`src/rtl/conv_window_gen.sv`:
```
// 3x3 sliding-window generator: raster pixel stream in, zero-padded, strided 9-value windows out.
// Latency: one cycle from the advance that completes a window to out_valid.
// Backpressure: a held, unaccepted window stalls the scan, and in_ready stays low until the slot frees.
module conv_window_gen #(
    parameter int DATA_WIDTH = 32,
    parameter int WIDTH      = 5,
    parameter int HEIGHT     = 5,
    parameter int PAD        = 1,
    parameter int STRIDE     = 1,
    parameter int COORD_W    = 8
) (
    input  logic                    clk,
    input  logic                    rst,
    input  logic                    start,
    input  logic [DATA_WIDTH-1:0]   in_data,
    input  logic                    in_valid,
    output logic                    in_ready,
    output logic [9*DATA_WIDTH-1:0] win_data,
    output logic                    out_valid,
    input  logic                    out_ready,
    output logic [COORD_W-1:0]      out_row,
    output logic [COORD_W-1:0]      out_col,
    output logic                    busy,
    output logic                    frame_done
);
    localparam int PW    = WIDTH + 2 * PAD;
    localparam int PH    = HEIGHT + 2 * PAD;
    localparam int CNT_W = 16;
    localparam logic [CNT_W-1:0] PW_M1 = CNT_W'(PW - 1);
    localparam logic [CNT_W-1:0] PH_M1 = CNT_W'(PH - 1);
    localparam logic [CNT_W-1:0] TWO   = CNT_W'(2);
    localparam logic [CNT_W-1:0] ONE   = CNT_W'(1);

    typedef enum logic [1:0] {S_IDLE, S_RUN, S_FLUSH} state_t;

    state_t                 state_q, state_d;
    logic [CNT_W-1:0]       row_q, row_d, col_q, col_d;
    logic [DATA_WIDTH-1:0]  lb0_q [PW];
    logic [DATA_WIDTH-1:0]  lb0_d [PW];
    logic [DATA_WIDTH-1:0]  lb1_q [PW];
    logic [DATA_WIDTH-1:0]  lb1_d [PW];
    logic [DATA_WIDTH-1:0]  win_q [9];
    logic [DATA_WIDTH-1:0]  win_d [9];
    logic [9*DATA_WIDTH-1:0] owin_q, owin_d;
    logic                   ovld_q, ovld_d;
    logic [COORD_W-1:0]     orow_q, orow_d, ocol_q, ocol_d;

    logic                   is_pad, slot_free, advance, last_pos, win_done;
    logic [DATA_WIDTH-1:0]  sample;
    logic [CNT_W-1:0]       row_m2, col_m2;

    // Decode the current scan position and whether the scan can step this cycle
    always_comb begin
        is_pad    = (PAD == 1) && (row_q == '0 || row_q == PH_M1 || col_q == '0 || col_q == PW_M1);
        slot_free = !ovld_q || out_ready;
        advance   = (state_q == S_RUN) && slot_free && (is_pad || in_valid);
        sample    = is_pad ? '0 : in_data;
        last_pos  = (row_q == PH_M1) && (col_q == PW_M1);
        row_m2    = row_q - TWO;
        col_m2    = col_q - TWO;
        // Row >= 2 gating also keeps stale line-buffer data from a previous frame off the output
        win_done  = (row_q >= TWO) && (col_q >= TWO) &&
                    ((STRIDE == 1) || (!row_m2[0] && !col_m2[0]));
    end

    // Next-state logic for the frame FSM
    always_comb begin
        state_d = state_q;
        case (state_q)
            S_IDLE:  if (start) state_d = S_RUN;
            S_RUN:   if (advance && last_pos) state_d = S_FLUSH;
            S_FLUSH: if (slot_free) state_d = S_IDLE;
            default: state_d = S_IDLE;
        endcase
    end

    // FSM-derived outputs; frame_done marks the cycle the last window leaves (or FLUSH with nothing held)
    always_comb begin
        busy       = (state_q != S_IDLE);
        in_ready   = (state_q == S_RUN) && !is_pad && slot_free;
        frame_done = (state_q == S_FLUSH) && slot_free;
    end

    // Scan counters, line buffers and window column shift
    always_comb begin
        row_d = row_q;
        col_d = col_q;
        lb0_d = lb0_q;
        lb1_d = lb1_q;
        win_d = win_q;
        if (state_q == S_IDLE && start) begin
            row_d = '0;
            col_d = '0;
        end else if (advance) begin
            if (col_q == PW_M1) begin
                col_d = '0;
                row_d = row_q + ONE;
            end else begin
                col_d = col_q + ONE;
            end
            lb0_d[0] = sample;
            lb1_d[0] = lb0_q[PW-1];
            for (int i = 1; i < PW; i++) begin
                lb0_d[i] = lb0_q[i-1];
                lb1_d[i] = lb1_q[i-1];
            end
            for (int r = 0; r < 3; r++) begin
                win_d[3*r]   = win_q[3*r+1];
                win_d[3*r+1] = win_q[3*r+2];
            end
            // New right-hand column: two rows up, one row up, current sample
            win_d[2] = lb1_q[PW-1];
            win_d[5] = lb0_q[PW-1];
            win_d[8] = sample;
        end
    end

    // Output slot: load a completed window, otherwise hold until accepted
    always_comb begin
        ovld_d = ovld_q && !out_ready;
        owin_d = owin_q;
        orow_d = orow_q;
        ocol_d = ocol_q;
        if (advance && win_done) begin
            ovld_d = 1'b1;
            for (int i = 0; i < 9; i++) begin
                owin_d[i*DATA_WIDTH +: DATA_WIDTH] = win_d[i];
            end
            orow_d = COORD_W'((STRIDE == 2) ? (row_m2 >> 1) : row_m2);
            ocol_d = COORD_W'((STRIDE == 2) ? (col_m2 >> 1) : col_m2);
        end
    end

    // Control and output registers with synchronous reset
    always_ff @(posedge clk) begin
        if (rst) begin
            state_q <= S_IDLE;
            row_q   <= '0;
            col_q   <= '0;
            ovld_q  <= 1'b0;
            owin_q  <= '0;
            orow_q  <= '0;
            ocol_q  <= '0;
        end else begin
            state_q <= state_d;
            row_q   <= row_d;
            col_q   <= col_d;
            ovld_q  <= ovld_d;
            owin_q  <= owin_d;
            orow_q  <= orow_d;
            ocol_q  <= ocol_d;
        end
    end

    // Pixel storage needs no reset: nothing stale can be emitted
    always_ff @(posedge clk) begin
        lb0_q <= lb0_d;
        lb1_q <= lb1_d;
        win_q <= win_d;
    end

    assign out_valid = ovld_q;
    assign win_data  = owin_q;
    assign out_row   = orow_q;
    assign out_col   = ocol_q;
endmodule

```
`config.mk`:
```
export PLATFORM = sky130hd
export DESIGN_NAME = conv_window_gen
export DESIGN_NICKNAME = d
export VERILOG_FILES = /design/src/rtl/conv_window_gen.sv
export SDC_FILE = /design/constraint.sdc
export NUM_CORES = 1
export LEC_CHECK = 0
export ABC_AREA = 1
export CAP_MARGIN = 25
export CORE_UTILIZATION = 55
export DETAILED_ROUTE_END_ITERATION = 12
export PLACE_DENSITY = 0.75
export SYNTH_ARGS = -nofsm -noshare
export SYNTH_HDL_FRONTEND = slang
export SYNTH_SLANG_ARGS = --single-unit
```
`constraint.sdc`:
```
create_clock -name clk -period 12.8 [get_ports clk]
set_input_delay 1.28 -clock clk [delete_from_list [all_inputs] [get_ports clk]]
set_output_delay 1.28 -clock clk [all_outputs]
set_load 0.02 [all_outputs]
```
==> results.sh, run 1 <==
export IMPL_grt_pass1_wl_um=126000
export IMPL_synth_simple_area_share=0.244
export IMPL_slowest_stage="buf_4"
export IMPL_fin_tns_setup_ns=0
export IMPL_crit_path_end="lb1_q[200]"
export IMPL_max_freq_ghz=0.214
export IMPL_hold_class="flip-flop to flip-flop"
export IMPL_cts_hold_fix_buffers=0
export IMPL_grt_max_degree=239
export IMPL_dieArea_mm2=0.0709
export IMPL_r2r_cells=10
export IMPL_reg2reg_from="col_q[0]"
export IMPL_port_buffers=344
export IMPL_rrSetupSlack_ns=8.54
export IMPL_period_needed_ns=4.67
export IMPL_n_antenna_cell=0
export IMPL_yosysWarnings=0
export IMPL_p_leak_uw=0.0198
export IMPL_drc_errors=0
export IMPL_avgRoutedWirePerCell_um=14.8
export IMPL_finalHoldViolations=0
export IMPL_vdd_drop_max_mv=0.101
export IMPL_coreArea_mm2=0.0688
export IMPL_std_cell_rows=96
export IMPL_ys_ff_latch=1075
export IMPL_drive_above_1_share=0.0462
export IMPL_io_pins=345
export IMPL_synth_compound_gate_area_share=0.00456
export IMPL_initial_utilization=0.558
export IMPL_outcome="completed"
export IMPL_period_share=0.365
export IMPL_cts_buffers=105
export IMPL_yosysSeqAreaShare=0.677
export IMPL_synth_cell_types=27
export IMPL_rsz0062_at_grt="false"
export IMPL_r2r_end="lb1_q[200]"
export IMPL_skew_ns=0.0292
export IMPL_overflow=0
export IMPL_setup_viol_count_final=0
export IMPL_cts_resized=0
export IMPL_synthMuxAreaShare=0
export IMPL_drt_iter0_drc=1848
export IMPL_p_per_area_mw_per_mm2=160
export IMPL_synth_edff_count=448
export IMPL_yosys_area_top_type_share=0.350
export IMPL_worstSetupStartpointType="primary input"
export IMPL_num_vias=25800
export IMPL_critical_path_cell_chain="clkdlybuf4s50_1 -> nor2_1 -> inv_1 -> nand2_1 -> inv_8 -> nand2_8 -> inv_8 -> buf_16 -> buf_4"
export IMPL_area_delta_synth_final_pct=19.2
export IMPL_slowest_delay_ns=0.87
export IMPL_critPathArrivalTime_ns=4.93
export IMPL_layout_nets=4396
export IMPL_clk_latency_ns=0.66
export IMPL_ant_nets=0
export IMPL_synth_area_mm2=0.0384
export IMPL_relSlewSlack=0.275
export IMPL_gp_congestion=0.841
export IMPL_power_total_uw=7340
export IMPL_root_buffer="clkbuf_16"
export IMPL_synth_top_family_by_area="simple AND/OR/NAND/NOR gates"
export IMPL_nFillCells=5395
export IMPL_worstMarginPinSlew_ns=1.09
export IMPL_cts_htree_levels=3
export IMPL_drv_cap=0
export IMPL_synth_top_cells_by_count="1,288 x nand2_1, 691 x nor2_1, 627 x dfxtp_1"
export IMPL_cts_tree="built"
export IMPL_die_y_um=266
export IMPL_critPathMaxFanout=137
export IMPL_drt_pass1_iterations=5
export IMPL_synth_xor_area_share=0.00548
export IMPL_yosys_area_top_type="edfxtp_1"
export IMPL_synth_async_reset_ratio=0
export IMPL_antenna_found_initial=0
export IMPL_synthAdderAreaFrac=0.00326
export IMPL_syn_avg_cell_area_um2=9.38
export IMPL_clk_pin_slew_ns=0.06
export IMPL_clock_tree_buffer_depth=3
export IMPL_ys_top_cells_by_area="edfxtp_1 35%, dfxtp_1 33%, nand2_1 13%"
export IMPL_drv_slew=0
export IMPL_ys_flop_type="dfxtp_1"
export IMPL_syn_instance_count=4091
export IMPL_grt_pass1_vias=23900
export IMPL_setup_worst_path_start="out_ready"
export IMPL_synth_most_common_cell="nand2_1"
export IMPL_track_usage=0.222
export IMPL_synthesis_nets=4138
export IMPL_cpMostUsedCell="inv_8"
export IMPL_dp_hpwl_um=47500
export IMPL_die_w_um=266
export IMPL_worst_setup_path_type="primary input to flip-flop"
export IMPL_viasPerCell=4.81
export IMPL_cp_end_kind="flip-flop"
export IMPL_cts_sinks=1075
export IMPL_cp_required_ns=13.06
export IMPL_wl_um=79600
export IMPL_cts_setup_buffers=0
==> cell usage in the layout, fill, tap and decap left out, types with 2 or more instances in the layout <==
cell type and n:
a21oi_1 29, and2_1 3, buf_12 2, buf_16 3, buf_4 18, bufinv_16 7
clkbuf_1 26, clkbuf_16 110, clkbuf_2 3, clkbuf_8 15, clkdlybuf4s50_1 344, clkinv_1 6
clkinv_16 2, clkinv_2 19, clkinv_4 3, dfxtp_1 627, edfxtp_1 448, ha_1 10
inv_1 376, inv_2 2, inv_4 2, inv_6 3, inv_8 3, nand2_1 1288
nand3_1 315, nand3_2 3, nand4_1 31, nor2_1 691, nor2_2 3, nor3_1 9
o21ai_0 6, or2_2 2, xnor2_1 9, xor2_1 15
==> registers in the layout (all words and copies together), names as in the netlist <==
signal,cells
col_q,16
lb0_q,224
lb1_q,224
out_col,8
out_row,8
out_valid,1
row_q,16
state_q,2
win_data,288
win_q,288
==> how the worst min path moves through the flow <==
stage / end / cells past startpoint / start / slack, ns
floorplan: lb0_q[0] / 0 / lb0_q[32] / 0.40
global placement: lb0_q[144] / 0 / lb0_q[176] / 0.40
detailed placement: lb0_q[104] / 0 / lb0_q[136] / 0.40
CTS: lb0_q[188] / 0 / lb0_q[220] / 0.40
global route: lb1_q[129] / 0 / lb1_q[161] / 0.42
finish: lb1_q[108] / 0 / lb1_q[140] / 0.40
==> kinds of logic after synthesis <==
| kind of cell | after synthesis |
|---|---|
| flops | 1075 |
| xor+xnor | 24 |
| buf+inv | 597 |
| simple gates | 2350 |
| fa+ha+maj | 10 |
| compound gates | 35 |
==> layout make-up <==
class,count,area (um2),area share
inverter,381,1450,0.0317
multi-input combinational,2419,9910,0.217
sequential,1075,26000,0.568
clock buffer,154,3070,0.0671
timing repair buffer,367,3700,0.0809
clock inverter,43,460,0.0101
tap,931,1160,0.0255
==> through the flow <==
| stage | std cells | instance area (um2) | util | hold WS [ns] | worst slack, ns |
|---|---|---|---|---|---|
| final | 5370 | 45800 | 0.665 | 0.403 | 8.13 |
| after global routing | 5370 | 45800 | 0.665 | 0.416 | 7.85 |
| after CTS | 5367 | 45700 | 0.664 | 0.405 | 7.96 |
| after detailed placement | 5170 | 42200 | 0.612 | 0.405 | 7.26 |
| after global placement | 5170 | 42200 | 0.612 | 0.400 | 7.28 |
| after floorplan | 4091 | 38400 | - | 0.400 | 1.52 |
==> layer usage <==
metal / vias up / share of wire / global-route usage
li1: 13300 / - / -
met1: 11700 / 0.44 / 0.301
met4: 0 / 0.027 / 0.0808
met5: - / 0 / 0
met2: 716 / 0.46 / 0.352
met3: 103 / 0.067 / 0.0501
==> critical path: cells and delay by family <==
kind	cells	cell delay, ns
AND/OR/NAND/NOR	3	0.73
buffers and inverters	6	2.80
==> report_power, final <==
part	internal, uW	leakage (uW)	total (uW)	switching, uW
combinational	90.0	0.00876	326	236
sequential	3820	0.00934	3930	101
clock	1810	0.00175	3090	1280
Note: power is estimated with default switching activity, not from simulation.
==> run 2: changes to the inputs <==
--- a/config.mk
+++ b/config.mk
@@ -7,9 +7,9 @@
 export LEC_CHECK = 0
 export ABC_AREA = 1
 export CAP_MARGIN = 25
-export CORE_UTILIZATION = 55
+export CORE_UTILIZATION = 51
 export DETAILED_ROUTE_END_ITERATION = 12
-export PLACE_DENSITY = 0.75
+export PLACE_DENSITY = 0.73
 export SYNTH_ARGS = -nofsm -noshare
 export SYNTH_HDL_FRONTEND = slang
 export SYNTH_SLANG_ARGS = --single-unit
==> constraint.sdc (replaced) <==
create_clock -name clk -period 3.9 [get_ports clk]
set_input_delay 0.39 -clock clk [delete_from_list [all_inputs] [get_ports clk]]
set_output_delay 0.39 -clock clk [all_outputs]
set_load 0.02 [all_outputs]
==> run 2 against run 1 <==
Effect of this change: sequential share of layout area down 0.58 points; hold slack worse by 0.057 ns; design area up 1.0%; combinational power rose to 3.4 times the previous value; via count up 0.98%; total power rose to 3.3 times the previous value; non-clock buffer count up 17; routed wire length up 0.61%; die area up 7.8%; sequential power rose to 3.3 times the previous value.
==> results.sh, run 2 (synthesis results as in run 1) <==
export IMPL_dr_wl_met3_um=5640
export IMPL_drive_above_1_share=0.0518
export IMPL_avgRoutedWirePerCell_um=14.8
export IMPL_relSlewSlack=0.313
export IMPL_viasPerCell=4.80
export IMPL_overflow=0
export IMPL_dieArea_mm2=0.0764
export IMPL_initial_utilization=0.516
export IMPL_sw_frac_of_total=0.219
export IMPL_intPower_uw=19000
export IMPL_cts_setup_buffers=0
export IMPL_cp_required_ns=3.51
export IMPL_grt_pass1_wl_um=127000
export IMPL_max_freq_ghz=0.356
export IMPL_layout_nets=4413
export IMPL_die_y_um=276
export IMPL_worstMarginPinSlew_ns=1.03
export IMPL_drc_errors=0
export IMPL_critPathArrivalTime_ns=2.42
export IMPL_final_area_mm2=0.0462
export IMPL_drt_iter0_drc=2079
export IMPL_p_per_area_mw_per_mm2=525
export IMPL_period_needed_ns=2.81
export IMPL_outcome="completed"
export IMPL_finalHoldViolations=0
export IMPL_drv_slew=0
export IMPL_combPwrFrac=0.046
export IMPL_cp_end_kind="output port"
export IMPL_std_cell_rows=100
export IMPL_worstSetupStartpointType="flip-flop"
export IMPL_grt_pass1_vias=23900
export IMPL_period_share=0.720
export IMPL_cts_buffers=105
export IMPL_hold_class="primary input to flip-flop"
export IMPL_n_antenna_cell=0
export IMPL_clk_latency_ns=0.65
export IMPL_final_common_cell="nand2_1"
export IMPL_gp_congestion=0.860
export IMPL_clock_tree_buffer_depth=3
export IMPL_power_switching_uw=5330
export IMPL_port_buffers=344
export IMPL_cts_sinks=1075
export IMPL_final_cell_mix="1,288 x nand2_1, 691 x nor2_1, 624 x dfxtp_1, 448 x edfxtp_1, 373 x inv_1"
export IMPL_num_vias=26100
export IMPL_ant_nets=0
export IMPL_place_area_mm2=0.0426
export IMPL_area_delta_synth_final_pct=20.5
export IMPL_grt_max_degree=189
export IMPL_final_core_util=0.621
export IMPL_cts_resized=0
export IMPL_rsz0062_at_grt="false"
export IMPL_cts_hold_fix_buffers=0
export IMPL_drv_cap=0
export IMPL_setup_viol_count_final=0
export IMPL_drt_pass1_iterations=7
export IMPL_top_layer="met4"
export IMPL_antenna_found_initial=0
export IMPL_critPathMaxFanout=6
export IMPL_cts_tree="built"
export IMPL_track_usage=0.207
export IMPL_cts_htree_levels=3
export IMPL_holdWs_ns=0.346
export IMPL_clkPwrFrac=0.426
export IMPL_io_pins=345
export IMPL_coreArea_mm2=0.0744
export IMPL_pwr_share_seq=0.529
export IMPL_skew_ns=0.0178
export IMPL_wl_um=80100
export IMPL_wl_met1_um=36600
export IMPL_die_w_um=276
export IMPL_root_buffer="clkbuf_16"
export IMPL_vdd_drop_max_mv=0.378
export IMPL_dp_hpwl_um=48600
export IMPL_p_leak_uw=0.0200
export IMPL_wl_met2_um=35200
export IMPL_clk_pin_slew_ns=0.06
export IMPL_worst_setup_path_type="flip-flop to output port"
-- run 2: worst paths after layout --
kind | startpoint | endpoint | slack, ns | depth (start not counted)
setup / recovery | row_q[0] | in_ready | 1.09 | 8
hold reg to reg | lb1_q[211] | lb1_q[179] | 0.41 | 0
hold / removal | start | state_q[0] | 0.35 | 3
setup reg to reg | row_q[0] | win_data[201] | 1.29 | 12
-- run 2: power groups by stage --
stage,Sequential [uW],Clock [uW],Combinational [uW]
6_report,12800,10300,1110
5_1_grt,12900,11000,1260
4_1_cts,12800,10600,1120
3_5_place_dp,13100,0,1110
3_3_place_gp,13100,0,1080
2_1_floorplan,13100,0,805
-- run 2: layer usage --
metal / vias up / GRT usage
met5: - / 0
met4: 0 / 0.0834
met3: 138 / 0.0464
met2: 699 / 0.311
met1: 11900 / 0.290
li1: 13300 / -
-- run 2: final cells by class --
class                           count  area [um2]
Clock buffer                      150        3140
Inverter                          381        1450
Timing Repair Buffer              384        3990
Tap cell                          969        1210
Multi-Input combinational cell   2419        9930
Clock inverter                     49         508
Fill cell                        5967       28200
Sequential cell                  1075       26000
-- run 2: worst max-delay path, stage by stage, from the launching register on --
cell and delay, ns:
dfxtp_2 0.42, inv_2 0.07, ha_1 0.19, nand3_1 0.11
nand2_1 0.07, nand3_2 0.10, nand2_1 0.08, nor2_1 0.10
clkdlybuf4s50_1 0.63
-- run 2: metrics by stage --
| step | worst slack [ns] | TNS [ns] | total power [uW] | instances |
|---|---|---|---|---|
| after global placement | 1.27 | 0 | 14100 | 5228 |
| after global routing | 0.948 | 0 | 25200 | 5427 |
| after CTS | 1.04 | 0 | 24500 | 5427 |
| final | 1.09 | 0 | 24300 | 5427 |
| after floorplan | -4.44 | -2001.15 | 13900 | 4091 |
| after detailed placement | 1.24 | 0 | 14200 | 5228 |
